$ cat src/rtl/ercm_pipe.sv
// Two-stage pipelined error-recovery carry-free multiplier: an OR tree of partial products
// plus collected AND error terms gives exact, approximate or OR-only products.
module ercm_pipe #(
  parameter int unsigned N     = 8,
  parameter int unsigned TRUNC = 4
) (
  input  logic           clk,
  input  logic           rst,
  input  logic           in_valid,
  output logic           in_ready,
  input  logic [N-1:0]   in_a,
  input  logic [N-1:0]   in_b,
  input  logic [1:0]     in_mode,
  output logic           out_valid,
  input  logic           out_ready,
  output logic [2*N-1:0] out_p,
  input  logic           cnt_clr,
  output logic [15:0]    err_cnt
);

  localparam int unsigned W2   = 2 * N;
  localparam int unsigned Lvls = $clog2(N);

  localparam logic [1:0] ModeApprox = 2'b01;
  localparam logic [1:0] ModeOrOnly = 2'b10;

  // Combinational tree on the incoming operands
  logic [W2-1:0] w_s;
  logic [W2-1:0] w_v;
  logic [W2-1:0] w_sum;

  // Stage 1
  logic          r_s1_valid;
  logic [W2-1:0] r_s1_s;
  logic [W2-1:0] r_s1_v;
  logic [W2-1:0] r_s1_sum;
  logic [1:0]    r_s1_mode;

  // Stage 2
  logic          r_s2_valid;
  logic [W2-1:0] r_s2_p;
  logic          r_s2_mis;

  logic [15:0]   r_err_cnt;

  logic          w_s1_load;
  logic          w_s2_load;
  logic [W2-1:0] w_exact;
  logic [W2-1:0] w_vtrunc;
  logic [W2-1:0] w_res;
  logic          w_mis;

  // Node j of each level is rebuilt in place from nodes 2j and 2j+1 of the level below.
  always_comb begin : tree
    logic [W2-1:0] w_node [N];
    logic [W2-1:0] w_e;
    w_v   = '0;
    w_sum = '0;
    w_e   = '0;
    for (int i = 0; i < int'(N); i++) begin
      w_node[i] = in_a[i] ? (W2'(in_b) << i) : '0;
    end
    for (int l = 1; l <= int'(Lvls); l++) begin
      for (int j = 0; j < int'(N >> l); j++) begin
        w_e       = w_node[2*j] & w_node[2*j+1];
        w_node[j] = w_node[2*j] | w_node[2*j+1];
        w_v       = w_v | w_e;
        w_sum     = w_sum + w_e;
      end
    end
    w_s = w_node[0];
  end

  always_comb begin
    w_vtrunc = '0;
    for (int k = 0; k < int'(W2); k++) begin
      w_vtrunc[k] = (k >= int'(TRUNC)) ? r_s1_v[k] : 1'b0;
    end
    w_exact = r_s1_s + r_s1_sum;
    case (r_s1_mode)
      ModeApprox: w_res = r_s1_s + w_vtrunc;
      ModeOrOnly: w_res = r_s1_s;
      default:    w_res = w_exact;
    endcase
    w_mis = (w_res != w_exact);
  end

  assign w_s2_load = !r_s2_valid || out_ready;
  assign w_s1_load = !r_s1_valid || w_s2_load;

  always_ff @(posedge clk) begin
    if (rst) begin
      r_s1_valid <= 1'b0;
      r_s1_s     <= '0;
      r_s1_v     <= '0;
      r_s1_sum   <= '0;
      r_s1_mode  <= '0;
      r_s2_valid <= 1'b0;
      r_s2_p     <= '0;
      r_s2_mis   <= 1'b0;
      r_err_cnt  <= '0;
    end else begin
      if (w_s1_load) begin
        r_s1_valid <= in_valid;
        if (in_valid) begin
          r_s1_s    <= w_s;
          r_s1_v    <= w_v;
          r_s1_sum  <= w_sum;
          r_s1_mode <= in_mode;
        end
      end
      if (w_s2_load) begin
        r_s2_valid <= r_s1_valid;
        if (r_s1_valid) begin
          r_s2_p   <= w_res;
          r_s2_mis <= w_mis;
        end
      end
      // Clear wins over a same-cycle mismatch handshake
      if (cnt_clr) begin
        r_err_cnt <= '0;
      end else if (r_s2_valid && out_ready && r_s2_mis && (r_err_cnt != 16'hFFFF)) begin
        r_err_cnt <= r_err_cnt + 16'd1;
      end
    end
  end

  assign in_ready  = w_s1_load;
  assign out_valid = r_s2_valid;
  assign out_p     = r_s2_p;
  assign err_cnt   = r_err_cnt;

endmodule

$ cat config.mk
export PLATFORM = sky130hd
export DESIGN_NAME = ercm_pipe
export DESIGN_NICKNAME = d
export VERILOG_FILES = /design/src/rtl/ercm_pipe.sv
export SDC_FILE = /design/constraint.sdc
export NUM_CORES = 1
export LEC_CHECK = 0
export BUFFER_PORTS_ARGS = -buffer_cell sky130_fd_sc_hd__buf_2
export CORE_MARGIN = 5
export CORE_UTILIZATION = 40
export CTS_BUF_LIST = sky130_fd_sc_hd__clkbuf_8
export CTS_CLUSTER_DIAMETER = 80
export DETAILED_ROUTE_END_ITERATION = 6
export PLACE_DENSITY = 0.56
export SLEW_MARGIN = 20
export SYNTH_ARGS = -nofsm -noshare
export SYNTH_HDL_FRONTEND = slang
export SYNTH_SLANG_ARGS = --single-unit
export TNS_END_PERCENT = 10
$ cat constraint.sdc
create_clock -name clk -period 4.8 [get_ports clk]
set_input_delay 0.48 -clock clk [delete_from_list [all_inputs] [get_ports clk]]
set_output_delay 0.48 -clock clk [all_outputs]
set_load 0.01 [all_outputs]
==> impl_metrics.json, run 1 <==
{
  "first_pass_grt_wire_length_um": 29600,
  "wire_per_inst_um": 15.6,
  "ctsHtreeMaxLevel": 3,
  "yosysTopAreaCell": "sky130_fd_sc_hd__dfxtp_1",
  "ios": 57,
  "cts_buffers": 9,
  "hold-worst-slack_ns": 0.341,
  "skew_ns": 0.00855,
  "start_util_pct": 40.7,
  "area_of_the_die_um2": 18800,
  "kind_of_critical_path": "input pin to flip-flop",
  "synth.avg_cell_area_um2": 7.81,
  "post_synth_xor_area_fraction_pct": 4.74,
  "netlist_area_um2": 6470,
  "status": "completed",
  "detail_route.first_pass.iterations": 5,
  "yosys.area_share.simple_pct": 22.0,
  "clock_slew_seen_by_the_registers_of_the_worst_setup_and_hold_paths_ns": 0.09,
  "slew_headroom_pct": 44.5,
  "floorplan.core_area_um2": 15900,
  "syn_inst": 828,
  "critical_path.n_buffers_inverters": 3,
  "synth_cell_types": 64,
  "post-synth-top-count-cell": "sky130_fd_sc_hd__nor2_1",
  "detail-route-antenna-nets": 0,
  "std_cell_rows": 46,
  "post-route-drc-count": 0,
  "synth.area.mux_share_pct": 0.310,
  "ir_drop_v": 0.000116,
  "cts_root_buffer": "sky130_fd_sc_hd__clkbuf_8",
  "r2r_setup_slack_ns": 1.58,
  "seq_area_frac_synth_pct": 23.8,
  "globalRouteOverflowTotal": 0,
  "critPathMaxFanout": 2,
  "postSynthRegisterBits": 77,
  "global_router_s_overall_resource_usage_pct": 19.5,
  "vias": 6077,
  "critical_path.slowest_cell": "sky130_fd_sc_hd__fa_1",
  "post-cts-setup-buffers": 0,
  "cpMostUsedCell": "sky130_fd_sc_hd__fa_1",
  "clk-insertion-delay-late_ns": 0.37,
  "cp_startpoint_kind": "input pin",
  "number_of_enable_flip_flop_cells_after_synthesis": 0,
  "drt_wl_total_um": 17700,
  "dr.first_iter.drc_count": 309,
  "postSynth.topFlopCell": "sky130_fd_sc_hd__dfxtp_1",
  "share_of_the_clock_period_used_by_the_worst_path_pct": 96.0,
  "synth_area_leaders": "sky130_fd_sc_hd__dfxtp_1, sky130_fd_sc_hd__ha_1, sky130_fd_sc_hd__fa_1",
  "die_width_um": 137,
  "tritoncts": "done",
  "grt_start_max_net_pins": 54,
  "rsz_0062_raised_after_global_routing": "false",
  "final_report_setup_violation_count": 0,
  "route.detailed.vias_per_inst": 5.35,
  "critical_path.cell_chain": "buf_2, a22o_1, and3b_1, nor2_1, fa_1, inv_1, fa_1, inv_1, fa_1, fa_1, ha_1, a21o_1, a21oi_2, o21ai_0, a21oi_1, o21ai_0, a21oi_1, nor4_1, a211o_1",
  "holdCritPathClass": "input pin to flip-flop",
  "first_global_vias": 5981,
  "cts_sinks": 77,
  "power-per-cell-area_nw_per_um2": 254,
  "crit_path_max_incr_delay_ns": 0.54,
  "layout.cell_area.non_filler_um2": 7560,
  "fraction_of_registers_with_async_set_reset_pct": 0,
  "timing.final.max_slew_violations": 0,
  "n_antenna_cell": 0,
  "fraction_of_final_layout_cells_with_drive_strength_greater_than_1_pct": 17.7,
  "crit_required_ns": 5.06,
  "fraction_of_the_mapped_netlist_area_in_adder_cells_pct": 20.6,
  "worst_setup_path_end_kind": "flip-flop",
  "timing.critical_path.arrival_ns": 4.87,
  "floorplan.die.height_um": 137,
  "grt_antenna_before_repair": 0,
  "ys_warn_count": 0,
  "leakagePower_uw": 0.00346,
  "placed_area_um2": 7360,
  "synth_compound_gate_area_share_pct": 22.5,
  "io_buffers": 56,
  "synthDominantCellAreaShare_pct": 23.8,
  "ctsLongestPathBuffers": 2,
  "top_cell_types_by_occurrence_after_synthesis": "sky130_fd_sc_hd__nor2_1, sky130_fd_sc_hd__nand2_1, sky130_fd_sc_hd__dfxtp_1",
  "maxCapViolations": 0,
  "place_congestion": 0.895,
  "syn-num-nets": 940,
  "fin_nets": 1027,
  "synth_top_family_by_area": "compound AO/OA/AOI/OAI gates",
  "detailed_placement_wirelength_estimate_um": 14100,
  "worst_path_dominant_cell_family": "adder cells",
  "finalHoldViolCount": 0,
  "layout_min_cycle_time_ns": 4.61,
  "area_delta_synth_final_pct": 16.9,
  "max_slew.worst_pin.slew_ns": 0.812,
  "max_freq_mhz": 217
}
[path summary, 6_finish.rpt]
path / start / endpoint / cells past startpoint
setup / recovery: in_b[1] / r_s1_sum[13]$_SDFFE_PP0P_ / 19
hold reg to reg: out_p[0]$_SDFFE_PP0P_ / out_p[0]$_SDFFE_PP0P_ / 2
hold / removal: in_mode[0] / r_s1_mode[0]$_SDFFE_PP0P_ / 3
setup reg to reg: r_s1_s[1]$_SDFFE_PP0P_ / r_s2_mis$_SDFFE_PP0P_ / 10
[routing by layer]
metal,global-route usage (%),wire length (µm),vias to the layer above
met1,27.6,8770,2819
met3,2.10,650,20
met5,0,0,-
met4,5.71,312,0
li1,-,-,3112
met2,31.3,8020,126
[state kept, by name, summed over array words and instances, names as in the netlist]
name        count
r_s1_valid      1
out_p          16
r_s2_mis        1
r_s1_s         15
r_s1_v         10
err_cnt        16
out_valid       1
r_s1_sum       15
r_s1_mode       2
[where the power goes]
group	internal [µW]	total, µW	switching (µW)
sequential	682	719	37.2
clock	185	446	262
combinational	332	755	423
[cell type report]
cell class                      count  area (µm²)
Clock buffer                        9         124
Clock inverter                      7        43.8
Fill cell                        1616        8320
Inverter                           55         206
Multi-Input combinational cell    648        4590
Sequential cell                    77        1540
Tap cell                          216         270
Timing Repair Buffer              124         791
[layout by cell type, fill, tap and decap left out, drive strengths merged, types with 5 or more instances in the layout]
master,Yosys,final
and3,12,12
o211ai,8,8
ha,60,60
a221oi,6,6
nor4,8,8
or2,5,5
clkbuf,42,9
a211oi,20,20
nor2b,9,9
a31oi,14,14
o21ai,36,36
dfxtp,77,77
xnor2,19,19
a22o,10,10
buf,6,124
nand4,14,14
a22oi,18,18
a21o,8,8
fa,29,29
a21oi,53,53
nand2,78,78
xor2,16,16
nor3,24,24
or3,5,5
and2,6,6
inv,55,58
nand3,19,19
nor2,115,115
[kinds of logic (layout without fill, tap and decap cells)]
family / Yosys count / in the layout
mux: 2 / 2
buf+inv: 103 / 195
flops: 77 / 77
compound gates: 213 / 213
xor+xnor: 35 / 35
fa+ha+maj: 89 / 89
simple gates: 309 / 309
[per-stage QoR]
step | setup slack (ns) | TNS (ns) | instances | utilization, % | power, µW
floorplan | 0.00398 | 0 | 828 | - | 1250
global placement | -0.158 | -0.460 | 1120 | 46.4 | 1460
detailed placement | -0.231 | -0.677 | 1120 | 46.4 | 1470
CTS | 0.177 | 0 | 1136 | 47.4 | 1930
global route | 0.0195 | 0 | 1136 | 47.6 | 2070
finish | 0.194 | 0 | 1136 | 47.6 | 1920
[worst register-to-register path, cell delays in order (launching register included)]
cell and delay (ns):
sky130_fd_sc_hd__dfxtp_1 0.34, sky130_fd_sc_hd__ha_1 0.23, sky130_fd_sc_hd__fa_1 0.45, sky130_fd_sc_hd__a211oi_1 0.52, sky130_fd_sc_hd__o21ai_0 0.25, sky130_fd_sc_hd__a21oi_1 0.24, sky130_fd_sc_hd__xnor2_1 0.17, sky130_fd_sc_hd__or2_2 0.15
sky130_fd_sc_hd__a31oi_1 0.08, sky130_fd_sc_hd__nor4_1 0.47, sky130_fd_sc_hd__a41oi_2 0.17
[what timing repair did]
item                                    CTS  global route
resized for setup                         0             9
hold buffers                              0             0
endpoints found under the hold margin     0             0
endpoints found under the setup margin    0             2
Note: power is estimated with default switching activity, not from simulation.
==> run 2: changes to the inputs <==
--- a/config.mk
+++ b/config.mk
@@ -6,12 +6,13 @@
 export NUM_CORES = 1
 export LEC_CHECK = 0
 export BUFFER_PORTS_ARGS = -buffer_cell sky130_fd_sc_hd__buf_2
-export CORE_MARGIN = 5
-export CORE_UTILIZATION = 40
+export CELL_PAD_IN_SITES_DETAIL_PLACEMENT = 0
+export CELL_PAD_IN_SITES_GLOBAL_PLACEMENT = 2
+export CORE_UTILIZATION = 33
 export CTS_BUF_LIST = sky130_fd_sc_hd__clkbuf_8
 export CTS_CLUSTER_DIAMETER = 80
 export DETAILED_ROUTE_END_ITERATION = 6
-export PLACE_DENSITY = 0.56
+export PLACE_DENSITY = 0.75
 export SLEW_MARGIN = 20
 export SYNTH_ARGS = -nofsm -noshare
 export SYNTH_HDL_FRONTEND = slang
==> run 2 against run 1 <==
Die area rose by 7.2%. Core utilization fell by 6.9 points. Power rose by 9.0%. Critical path depth rose by 1. Clock-buffer cell count did not move. Clock power rose by 36%. Hold slack improved by 0.0042 ns. Global-route usage fell by 0.15 points. Final cell count rose by 4.2%. Routed wire length rose by 4.7%. First-iteration DRC count fell by 11%. Worst setup slack improved by 0.032 ns.
==> impl_metrics.json, run 2 (synthesis gave the netlist of run 1 again) <==
{
  "layout.cells.most_common_list": "sky130_fd_sc_hd__nor2_1, sky130_fd_sc_hd__nand2_1, sky130_fd_sc_hd__dfxtp_1",
  "fraction_of_final_layout_cells_with_drive_strength_greater_than_1_pct": 18.1,
  "cts_sinks": 77,
  "clock_slew_seen_by_the_registers_of_the_worst_setup_and_hold_paths_ns": 0.08,
  "worst_path_dominant_cell_family": "adder cells",
  "first_global_vias": 5880,
  "crit_required_ns": 5.06,
  "power-per-cell-area_nw_per_um2": 271,
  "wire_per_inst_um": 15.7,
  "share_of_the_clock_period_used_by_the_worst_path_pct": 95.3,
  "fin_nets": 1031,
  "place_congestion": 0.839,
  "grt_start_max_net_pins": 54,
  "drt_wl_total_um": 18600,
  "slew_headroom_pct": 44.7,
  "worst_setup_path_end_kind": "flip-flop",
  "kind_of_critical_path": "input pin to flip-flop",
  "die_width_um": 142,
  "floorplan.core_area_um2": 19000,
  "global_router_s_overall_resource_usage_pct": 19.3,
  "tritoncts": "done",
  "cpMostUsedCell": "sky130_fd_sc_hd__fa_1",
  "crit_path_max_incr_delay_ns": 0.57,
  "critPathMaxFanout": 2,
  "dr.first_iter.drc_count": 275,
  "timing.setup.tns_ns": 0,
  "grt_antenna_before_repair": 0,
  "detailed_placement_wirelength_estimate_um": 14600,
  "area_of_the_multi_input_gates_um2": 4580,
  "timing.critical_path.arrival_ns": 4.83,
  "hold-worst-slack_ns": 0.345,
  "ir_drop_v": 0.000155,
  "ff_latch_area_um2": 1540,
  "critical_path.n_buffers_inverters": 4,
  "vias": 6077,
  "finalHoldViolCount": 0,
  "maxCapViolations": 0,
  "timing.final.max_slew_violations": 0,
  "leakagePower_uw": 0.00351,
  "layout_min_cycle_time_ns": 4.57,
  "critical_path.slowest_cell": "sky130_fd_sc_hd__fa_1",
  "max_slew.worst_pin.slew_ns": 0.829,
  "holdCritPathClass": "input pin to flip-flop",
  "ios": 57,
  "ctsHtreeMaxLevel": 3,
  "final_report_setup_violation_count": 0,
  "finalPower_uw": 2090,
  "cp_startpoint_kind": "input pin",
  "ctsLongestPathBuffers": 2,
  "cts.hold.buffers_added": 0,
  "floorplan.die.height_um": 142,
  "io_buffers": 56,
  "area_of_the_die_um2": 20200,
  "layout.cell_area.non_filler_um2": 7710,
  "route.detailed.vias_per_inst": 5.13,
  "std_cell_rows": 50,
  "critical_path.cell_chain": "buf_2, a22o_1, and3b_1, nor2_1, fa_1, inv_1, fa_1, inv_1, fa_1, fa_1, inv_1, fa_1, nor2b_2, o21ai_2, a21boi_2, o21ai_2, a21oi_2, o21a_1, or4_1, nand3_1",
  "cts_root_buffer": "sky130_fd_sc_hd__clkbuf_8",
  "layout.core_utilization_pct": 40.7,
  "cts_buffers": 9,
  "placed_area_um2": 7440,
  "max_freq_mhz": 219,
  "n_antenna_cell": 0,
  "clk-insertion-delay-late_ns": 0.37,
  "globalRouteOverflowTotal": 0,
  "layout.filler_cells": 1953,
  "layout_commonest_cell": "sky130_fd_sc_hd__nor2_1",
  "post-route-drc-count": 0,
  "area_delta_synth_final_pct": 19.3,
  "skew_ns": 0.0106,
  "detail_route.first_pass.iterations": 4,
  "start_util_pct": 34.1,
  "detail-route-antenna-nets": 0,
  "status": "completed",
  "first_pass_grt_wire_length_um": 30600
}
## run 2: routing by layer
layer,vias up,part of all wire [%],GRT usage [%]
li1,3116,-,-
met1,2840,52,27.3
met2,104,44,30.9
met3,17,2.8,2.52
met4,0,1.3,5.09
met5,-,0,0
## run 2: area by class of cell
type	count	share of cell area [%]
inverter	55	2.68
timing repair buffer	128	10.6
sequential	77	20.0
clock inverter	7	1.49
tap	260	4.22
multi-input combinational	648	59.4
clock buffer	9	1.61
## run 2: power by group
part	internal [µW]	switching (µW)
Clock	344	265
Combinational	337	429
Sequential	682	37.9
Total	1360	731
## run 2: worst min-delay path: cells and delay by family
kind                   cells  cell delay (ns)
AO/OA/AOI/OAI              1             0.05
AND/OR/NAND/NOR            1             0.05
buffers and inverters      1             0.09
## run 2: worst paths after layout
path                          start  cells past startpoint  slack, ns                        end
min reg2reg   out_p[8]$_SDFFE_PP0P_                      2       0.45      out_p[8]$_SDFFE_PP0P_
min                      in_mode[1]                      3       0.34  r_s1_mode[1]$_SDFFE_PP0P_
max reg2reg  r_s1_s[1]$_SDFFE_PP0P_                      9       1.64      r_s2_mis$_SDFFE_PP0P_
max                         in_b[1]                     20       0.23  r_s1_sum[14]$_SDFFE_PP0P_
## run 2: repair_timing
action | 4_1_cts | 5_1_grt
setup buffers | 0 | 1
setup endpoints to repair | 0 | 4
resized for setup | 0 | 9
## run 2: metrics by stage
stage	worst slack [ns]	std cells
after global placement	-0.174	1167
after detailed placement	-0.249	1167
after floorplan	0.00398	828
after CTS	0.158	1183
final	0.226	1184
after global routing	-0.0210	1184
